### src/rtl/wide_add_sequencer.sv
// wide_add_sequencer: two-port arbitrated WIDTH-bit adder that reuses one SLICE-bit
// ripple-carry slice over WIDTH/SLICE cycles, holding the inter-slice carry in a register.
module ripple_carry_adder #(
    parameter int nbit = 8
) (
    input  logic [nbit-1:0] i_a,
    input  logic [nbit-1:0] i_b,
    input  logic            i_cin,
    output logic [nbit-1:0] o_sum,
    output logic            o_cout
);
    logic [nbit:0] w_c;
    assign w_c[0] = i_cin;
    for (genvar i = 0; i < nbit; i++) begin : g_fa
        assign o_sum[i]  = i_a[i] ^ i_b[i] ^ w_c[i];
        assign w_c[i+1]  = (i_a[i] & i_b[i]) | (w_c[i] & (i_a[i] ^ i_b[i]));
    end
    assign o_cout = w_c[nbit];
endmodule

module wide_add_sequencer #(
    parameter int WIDTH = 32,
    parameter int SLICE = 8
) (
    input  logic             clk,
    input  logic             rst,
    input  logic [1:0]       req_valid,
    output logic [1:0]       req_ready,
    input  logic [WIDTH-1:0] req_a0,
    input  logic [WIDTH-1:0] req_b0,
    input  logic [WIDTH-1:0] req_a1,
    input  logic [WIDTH-1:0] req_b1,
    input  logic [1:0]       req_cin,
    output logic             resp_valid,
    input  logic             resp_ready,
    output logic [WIDTH-1:0] resp_sum,
    output logic             resp_cout,
    output logic             resp_id,
    output logic             busy
);
    localparam int N  = WIDTH / SLICE;
    localparam int CW = N > 1 ? $clog2(N) : 1;

    typedef enum logic [1:0] {IDLE, RUN, DONE} state_t;

    state_t           r_state, w_next;
    logic [WIDTH-1:0] r_a, r_b, r_sum;
    logic             r_carry, r_id, r_prio;
    logic [CW-1:0]    r_cnt;
    logic             w_gnt, w_acc, w_last, w_scout;
    logic [31:0]      w_base;
    logic [SLICE-1:0] w_ssum;

    // Under contention the prio port wins; otherwise whichever port is valid.
    assign w_gnt     = &req_valid ? r_prio : req_valid[1];
    assign w_acc     = r_state == IDLE && |req_valid;
    assign w_last    = r_cnt == CW'(N - 1);
    assign w_base    = 32'(r_cnt) * 32'(SLICE);
    assign req_ready = {2{w_acc & ~rst}} & (w_gnt ? 2'b10 : 2'b01);

    ripple_carry_adder #(.nbit(SLICE)) u_slice (
        .i_a   (r_a[w_base +: SLICE]),
        .i_b   (r_b[w_base +: SLICE]),
        .i_cin (r_carry),
        .o_sum (w_ssum),
        .o_cout(w_scout)
    );

    always_comb begin
        w_next = r_state;
        w_next = r_state == IDLE ? (|req_valid ? RUN : IDLE)
               : r_state == RUN  ? (w_last ? DONE : RUN)
               : (resp_ready ? IDLE : DONE);
    end

    // cnt returns to 0 on the last slice so the slice select never leaves the operand.
    always_ff @(posedge clk or posedge rst) begin
        if (rst) begin
            r_state <= IDLE;
            r_a     <= '0;
            r_b     <= '0;
            r_sum   <= '0;
            r_carry <= 1'b0;
            r_cnt   <= '0;
            r_id    <= 1'b0;
            r_prio  <= 1'b0;
        end else begin
            r_state <= w_next;
            if (w_acc) begin
                r_a     <= w_gnt ? req_a1 : req_a0;
                r_b     <= w_gnt ? req_b1 : req_b0;
                r_carry <= req_cin[w_gnt];
                r_cnt   <= '0;
                r_id    <= w_gnt;
                r_prio  <= ~w_gnt;
            end else if (r_state == RUN) begin
                r_sum[w_base +: SLICE] <= w_ssum;
                r_carry                <= w_scout;
                r_cnt                  <= w_last ? '0 : r_cnt + 1'b1;
            end
        end
    end

    assign resp_valid = r_state == DONE;
    assign busy       = r_state != IDLE;
    assign resp_sum   = r_sum;
    assign resp_cout  = r_carry;
    assign resp_id    = r_id;
endmodule

### config.mk
export PLATFORM = sky130hd
export DESIGN_NAME = wide_add_sequencer
export DESIGN_NICKNAME = d
export VERILOG_FILES = /design/src/rtl/wide_add_sequencer.sv
export SDC_FILE = /design/constraint.sdc
export NUM_CORES = 1
export LEC_CHECK = 0
export ABC_AREA = 1
export BUFFER_PORTS_ARGS = -buffer_cell sky130_fd_sc_hd__buf_2
export CAP_MARGIN = 20
export CORE_ASPECT_RATIO = 0.7
export CORE_UTILIZATION = 30
export CTS_BUF_LIST = sky130_fd_sc_hd__clkbuf_4
export DETAILED_ROUTE_END_ITERATION = 16
export HOLD_SLACK_MARGIN = 0.06
export MAX_ROUTING_LAYER = met4
export PLACE_DENSITY = 0.64
export SYNTH_ARGS = -nofsm -noshare
export SYNTH_HDL_FRONTEND = slang
export SYNTH_HIERARCHICAL = 1
export SYNTH_SLANG_ARGS = --single-unit
### constraint.sdc
create_clock -name clk -period 5.29 [get_ports clk]
set_input_delay 0.2645 -clock clk [delete_from_list [all_inputs] [get_ports clk]]
set_output_delay 0.2645 -clock clk [all_outputs]
set_load 0.02 [all_outputs]
# Word level (Yosys, flattened, before mapping)
# Index checks and enable logic that the tools add are counted.
[op_classes]
n_addsub = 2
n_lt_le_gt_ge = 1
eq_ne = 3
shift = 4
n_mux = 17
n_bitwise = 45
n_reduce_logical = 7
[ops]
columns = ["op", "count"]
rows = [
  ["32-bit 2-to-1 mux", 2],
  ["32-bit by 6-bit variable part select with 8-bit output", 2],
  ["5-bit negator with 34-bit output", 1],
  ["8-bit by 34-bit variable shift with 32-bit output (first input constant)", 1],
  ["8-bit by 34-bit variable part select with 32-bit output", 1],
  ["32-bit bitwise mux", 1],
  ["1-bit AND", 17],
  ["2-bit 2-to-1 mux", 8],
  ["1-bit XOR", 16],
  ["1-bit OR", 8],
  ["1-bit 2-to-1 mux", 6],
  ["2-bit == test (second input constant)", 2],
  ["2-bit AND reduction", 2],
  ["2-bit nonzero test", 2],
  ["1-bit NOT", 3],
  ["2-bit by 1-bit adder with 2-bit output (second input constant)", 1],
  ["2-bit AND", 1],
  ["2-bit by 1-bit == test with 1-bit output (second input constant)", 1],
  ["2-bit zero test", 1],
  ["1-bit by 2-bit < comparator with 1-bit output (second input constant)", 1],
  ["2-bit OR reduction", 1],
  ["1-bit logical AND", 1],
]
[word_totals]
reg_bits = 103
input_bits = 135
out_inout_bits = 38
elab_cells = 87

# Logic depth before layout (Yosys ltp)
[logic_depth]
depth_word = 20
ltp_mapped = 21
depth_no_buf = 19

# Cells and area by module
# Netlist, hierarchy kept.
[by_module_without_submodules]
columns = ["mod", "n_inst", "cells_per_inst", "area_each_um2", "seq_area_each_um2"]
rows = [
  ["wide_add_sequencer", 1, 616, 4959.8, 2577.5],
  ["ripple_carry_adder", 1, 18, 197.7, 0.0],
]

# Worst setup path after synthesis
# No wires, ideal clock.
[synth_path]
path_kind = "register to register"
start = "register r_cnt[0]"
end = "register r_sum[15] (netlist: resp_sum[15])"
t_arrival_ns = 4.264
required_time_ns = 5.207
slack_ns = 0.942
path_stages_with_launch = 19
n_path_buf = 2
period_less_slack_ns = 4.348
cell_sequence = "dfrtp_1 > buf_4 > clkbuf_1 > o21ai_0 > o22ai_1 > fa_1 > inv_1 > fa_1 > inv_1 > fa_1 > fa_1 > fa_1 > fa_1 > fa_1 > inv_1 > fa_1 > inv_1 > nand3_1 > o21ai_0"
[synth_between]
elab_chain_cells = 19
word_cells_on_any_way = 43
classes_between = "add/sub: 1; shift: 4; mux: 1; bitwise: 37"
[synth_rtl]
columns = ["element", "line_no", "source"]
rows = [
  ["start, declared", "49", "logic [CW-1:0] r_cnt;"],
  ["start signal, assigned", "99", "r_cnt <= w_last ? '0 : r_cnt + 1'b1;"],
  ["32-bit by 6-bit variable part select with 8-bit output (on tied branches)", "62, 63", ""],
  ["1-bit XOR", "16", "assign w_c[i+1] = (i_a[i] & i_b[i]) | (w_c[i] & (i_a[i] ^ i_b[i]));"],
  ["1-bit AND", "16", ""],
  ["1-bit OR", "16", ""],
  ["1-bit AND", "16", ""],
  ["1-bit OR", "16", ""],
  ["1-bit AND", "16", ""],
  ["1-bit OR", "16", ""],
  ["[... 4 more ...]", "--", ""],
  ["1-bit AND", "16", ""],
  ["1-bit OR", "16", ""],
  ["1-bit AND", "16", ""],
  ["1-bit OR", "16", ""],
  ["1-bit XOR (*)", "15", "assign o_sum[i] = i_a[i] ^ i_b[i] ^ w_c[i];"],
  ["named net w_ssum[7]", "52", "logic [SLICE-1:0] w_ssum;"],
  ["8-bit by 34-bit variable part select with 32-bit output (*)", "97", "r_sum[w_base +: SLICE] <= w_ssum;"],
  ["32-bit bitwise mux (*)", "97", ""],
  ["end signal, assigned by index", "97", ""],
  ["end, declared", "47", "logic [WIDTH-1:0] r_a, r_b, r_sum;"],
]
# Mark *: on every way through the listed nets, which the timed path passes. The rest lies on a longest branch.
# A chain may end at the register's enable or synchronous reset.

# Final worst setup path
[layout_path]
start = "register r_cnt[0]"
end = "register r_sum[31] (netlist: resp_sum[31])"
# Same word-level chain as after synthesis.

==> flow_summary_export.csv <==
group,metric,value,unit
critical_path,start_kind,"flop",
critical_path,slowest_stage,"dfrtp_1",
hold_path,hold_class,"in2reg",
critical_path,crit_buf_inv,5,
floorplanning,core_area,16500,um^2
sta,slew_viol_final,0,
sta,slew_headroom,52.2,%
clock_tree,cts_tree,"built",
logic_synthesis,synthArstFlopShare,100,%
pwr,seq_power_share,31.1,%
logic_synthesis,synth.top_cell.area_share,50.0,%
global_route,antenna_found_initial,1,
final_layout,instances_no_fill,1151,
job,drv_cap,0,
drt,dr.pass1.iters,5,
sta,max_freq,201,MHz
floorplanning,die_h,112,um
final_layout,layout-drive-gt1-share,23.6,%
clock_tree,cts_setup_buffers,0,
critical_path,slowest_delay,710,ps
floorplanning,rows,39,
pwr,p_sw_share,47.4,%
pwr,leakagePower,3.81,nW
sta,hold_viol,0,
clock_tree,clock_sinks,103,
sta,finalCritPeriodShare,93.8,%
logic_synthesis,synth.cell_area,5160,um^2
clock_tree,h-tree-depth,3,
clock_tree,cts.clk_slew.worst_paths,160,ps
final_layout,register_area,2580,um^2
pwr,p_comb_share,60.7,%
global_route,grt_first_pass_wirelength,29400,um
pwr,ir_worst_vdd,310,uV
critical_path,worstPathCellList,"inv_1 > o21ai_0 > o22ai_1 > fa_1 > inv_1 > fa_1 > inv_1 > fa_1 > fa_1 > fa_1 > fa_1 > fa_1 > inv_1 > fa_1 > inv_1 > nand3_1 > o21ai_0",
final_layout,nets,1069,
floorplanning,die_w,159,um
drt,routedWlPerCell,15.8,um
clock_tree,root_buffer,"clkbuf_4",
clock_tree,cts_buffers,9,
logic_synthesis,yosys_warnings,6,
outcome,status,"complete, no violations",
drt,drc,0,
sta,worstMarginPinSlew,717,ps
place,post-dp-hpwl,12400,um
critical_path,crit_path_end_kind,"flop",
global_route,first_global_vias,5737,
sta,finalSetupViolations,0,
place,place_inst,1007,
floorplanning,io_pins,173,
global_route,grt_overflow_total,0,
logic_synthesis,synth_edf_count,0,
critical_path,crit_family,"adder cells",
sta,rsz0062_at_grt,"no",
final_layout,area_growth,46.2,%
logic_synthesis,synth_most_common_cell,"nand2_1",
critical_path,path_class,"reg2reg",
clock_tree,clk_latency,470,ps
pwr,clockPowerShare,8.3,%
sta,setup_slack,326,ps
final_layout,multi_input_area,2210,um^2
pwr,power.density,617,nW/um^2
logic_synthesis,post_synth.cell_area_avg,8.13,um^2
final_layout,fin_util,45.6,%
pwr,switching_power,2.21,mW
place,gp_congestion,0.859,
logic_synthesis,ys_ff_latch,103,
clock_tree,cts_buffer_depth,2,
sta,fin_setup_tns,0,ps
global_route,grt_usage,22.1,%
drt,drt_first_iter_violations,321,
critical_path,cp_common_cell,"fa_1",
drt,ant_nets,0,
logic_synthesis,ys_types,24,
sta,skew,15.9,ps
global_route,grt_max_degree,68,
critical_path,crit_arrival,5360,ps
floorplanning,start_util,31.2,%
final_layout,fillers,1648,
critical_path,cp.required,5690,ps
place,pre_cts_ws,418,ps
drt,drt-vias-per-instance,4.80,
sta,min_period,4960,ps
pwr,p_int,2.45,mW
logic_synthesis,synth_commonest_cells,"nand2_1, dfrtp_1, o21ai_0",
drt,totalWireLength,18200,um
pwr,power,4.65,mW
drt,via_count,5529,
logic_synthesis,syn_inst,634,
floorplanning,die-area,17700,um^2
logic_synthesis,yosys_most_used_dff,"dfrtp_1",
critical_path,worst-path-max-fanout,19,
clock_tree,cts_resized,0,
place,portBuffers,172,
logic_synthesis,ys_seq_area_share,50.0,%
logic_synthesis,ys_top_cells_by_area,"dfrtp_1, nand2_1, o21ai_0",
logic_synthesis,synth_nets,782,
logic_synthesis,synth_top_cell_by_area,"dfrtp_1",
-- path summary, 6_finish.rpt --
| path | from | slack (ps) | to | depth (start not counted) |
|---|---|---|---|---|
| worst max-delay path | r_cnt[0] | 330 | resp_sum[31] | 17 |
| worst min-delay path | req_a0[0] | 110 | r_a[0] | 3 |
| worst max register to register | r_cnt[0] | 330 | resp_sum[31] | 17 |
| worst min register to register | resp_sum[4] | 500 | resp_sum[4] | 2 |
| max in group asynchronous | rst | 3710 | r_a[6] | 4 |
| min in group asynchronous | rst | 410 | resp_id | 3 |
-- state kept, by name, indices dropped and copies added (netlist names) --
register / cells
r_state: 2
r_b: 32
r_a: 32
r_prio: 1
resp_cout: 1
r_cnt: 2
resp_id: 1
resp_sum: 32
-- kinds of logic (layout without fill, tap and decap cells) --
| group | Yosys count | in the layout | share of synthesized area (%) |
|---|---|---|---|
| AND/OR/NAND/NOR | 348 | 348 | 28.3 |
| flip-flops | 103 | 103 | 50.0 |
| AO/OA/AOI/OAI | 101 | 101 | 10.2 |
| buffers and inverters | 69 | 360 | 7.23 |
| adder cells (fa/ha/maj) | 13 | 13 | 4.32 |
| other | 0 | 1 | 0 |
-- worst reg2reg max path, stage by stage (launching register included) --
cell and delay (ps):
dfrtp_1 710, inv_1 280, o21ai_0 210, o22ai_1 120, fa_1 430, inv_1 80, fa_1 190, inv_1 60
fa_1 390, fa_1 410, fa_1 390, fa_1 390, fa_1 380, inv_1 90, fa_1 420, inv_1 90
nand3_1 90, o21ai_0 160
-- layout make-up --
| class | instances | area share, % |
|---|---|---|
| Antenna cell | 1 | 0.0332 |
| Clock buffer | 9 | 0.896 |
| Clock inverter | 6 | 0.614 |
| Inverter | 37 | 1.97 |
| Multi-Input combinational cell | 462 | 29.4 |
| Sequential cell | 103 | 34.2 |
| Tap cell | 225 | 3.73 |
| Timing Repair Buffer | 308 | 29.2 |
-- cell usage in the layout (no fill, tap or decap), drive strengths merged, types with 2 or more instances in the layout --
cell type,netlist,layout
nand2,230,230
buf,25,180
dlygate4sd3,0,128
dfrtp,103,103
o21ai,85,85
nand3,71,71
nor2,44,44
inv,37,39
o22ai,16,16
clkbuf,7,9
fa,8,8
ha,5,5
clkinvlp,0,3
nand4,2,2
-- metrics by stage --
| stage | hold WS, ps | cell area, um^2 |
|---|---|---|
| 5_1_grt | 89.5 | 7540 |
| 3_3_place_gp | 403 | 6140 |
| 4_1_cts | 63.0 | 7540 |
| 2_1_floorplan | 361 | 5160 |
| 3_5_place_dp | 409 | 6140 |
| 6_report | 110 | 7540 |
-- per-layer routing --
metal	vias to the layer above	track usage [%]	share of wire, %
met4	0	6.86	2.1
met3	25	5.77	7.2
met5	-	-	0
met1	2662	29.0	47
li1	2623	-	-
met2	219	33.3	44
-- power by group through the flow --
| stage | logic [mW] | registers [mW] | clock network, mW |
|---|---|---|---|
| floorplan | 1.50 | 1.42 | 0 |
| global placement | 2.23 | 1.46 | 0 |
| detailed placement | 2.28 | 1.46 | 0 |
| CTS | 2.78 | 1.45 | 0.396 |
| global route | 3.12 | 1.49 | 0.423 |
| finish | 2.82 | 1.45 | 0.384 |
-- what timing repair did --
item / 4_1_cts / 5_1_grt
endpoints found under the hold margin: 112 / 0
endpoints found under the setup margin: 0 / 0
hold buffers: 128 / 0
(Power assumes the default switching activity.)
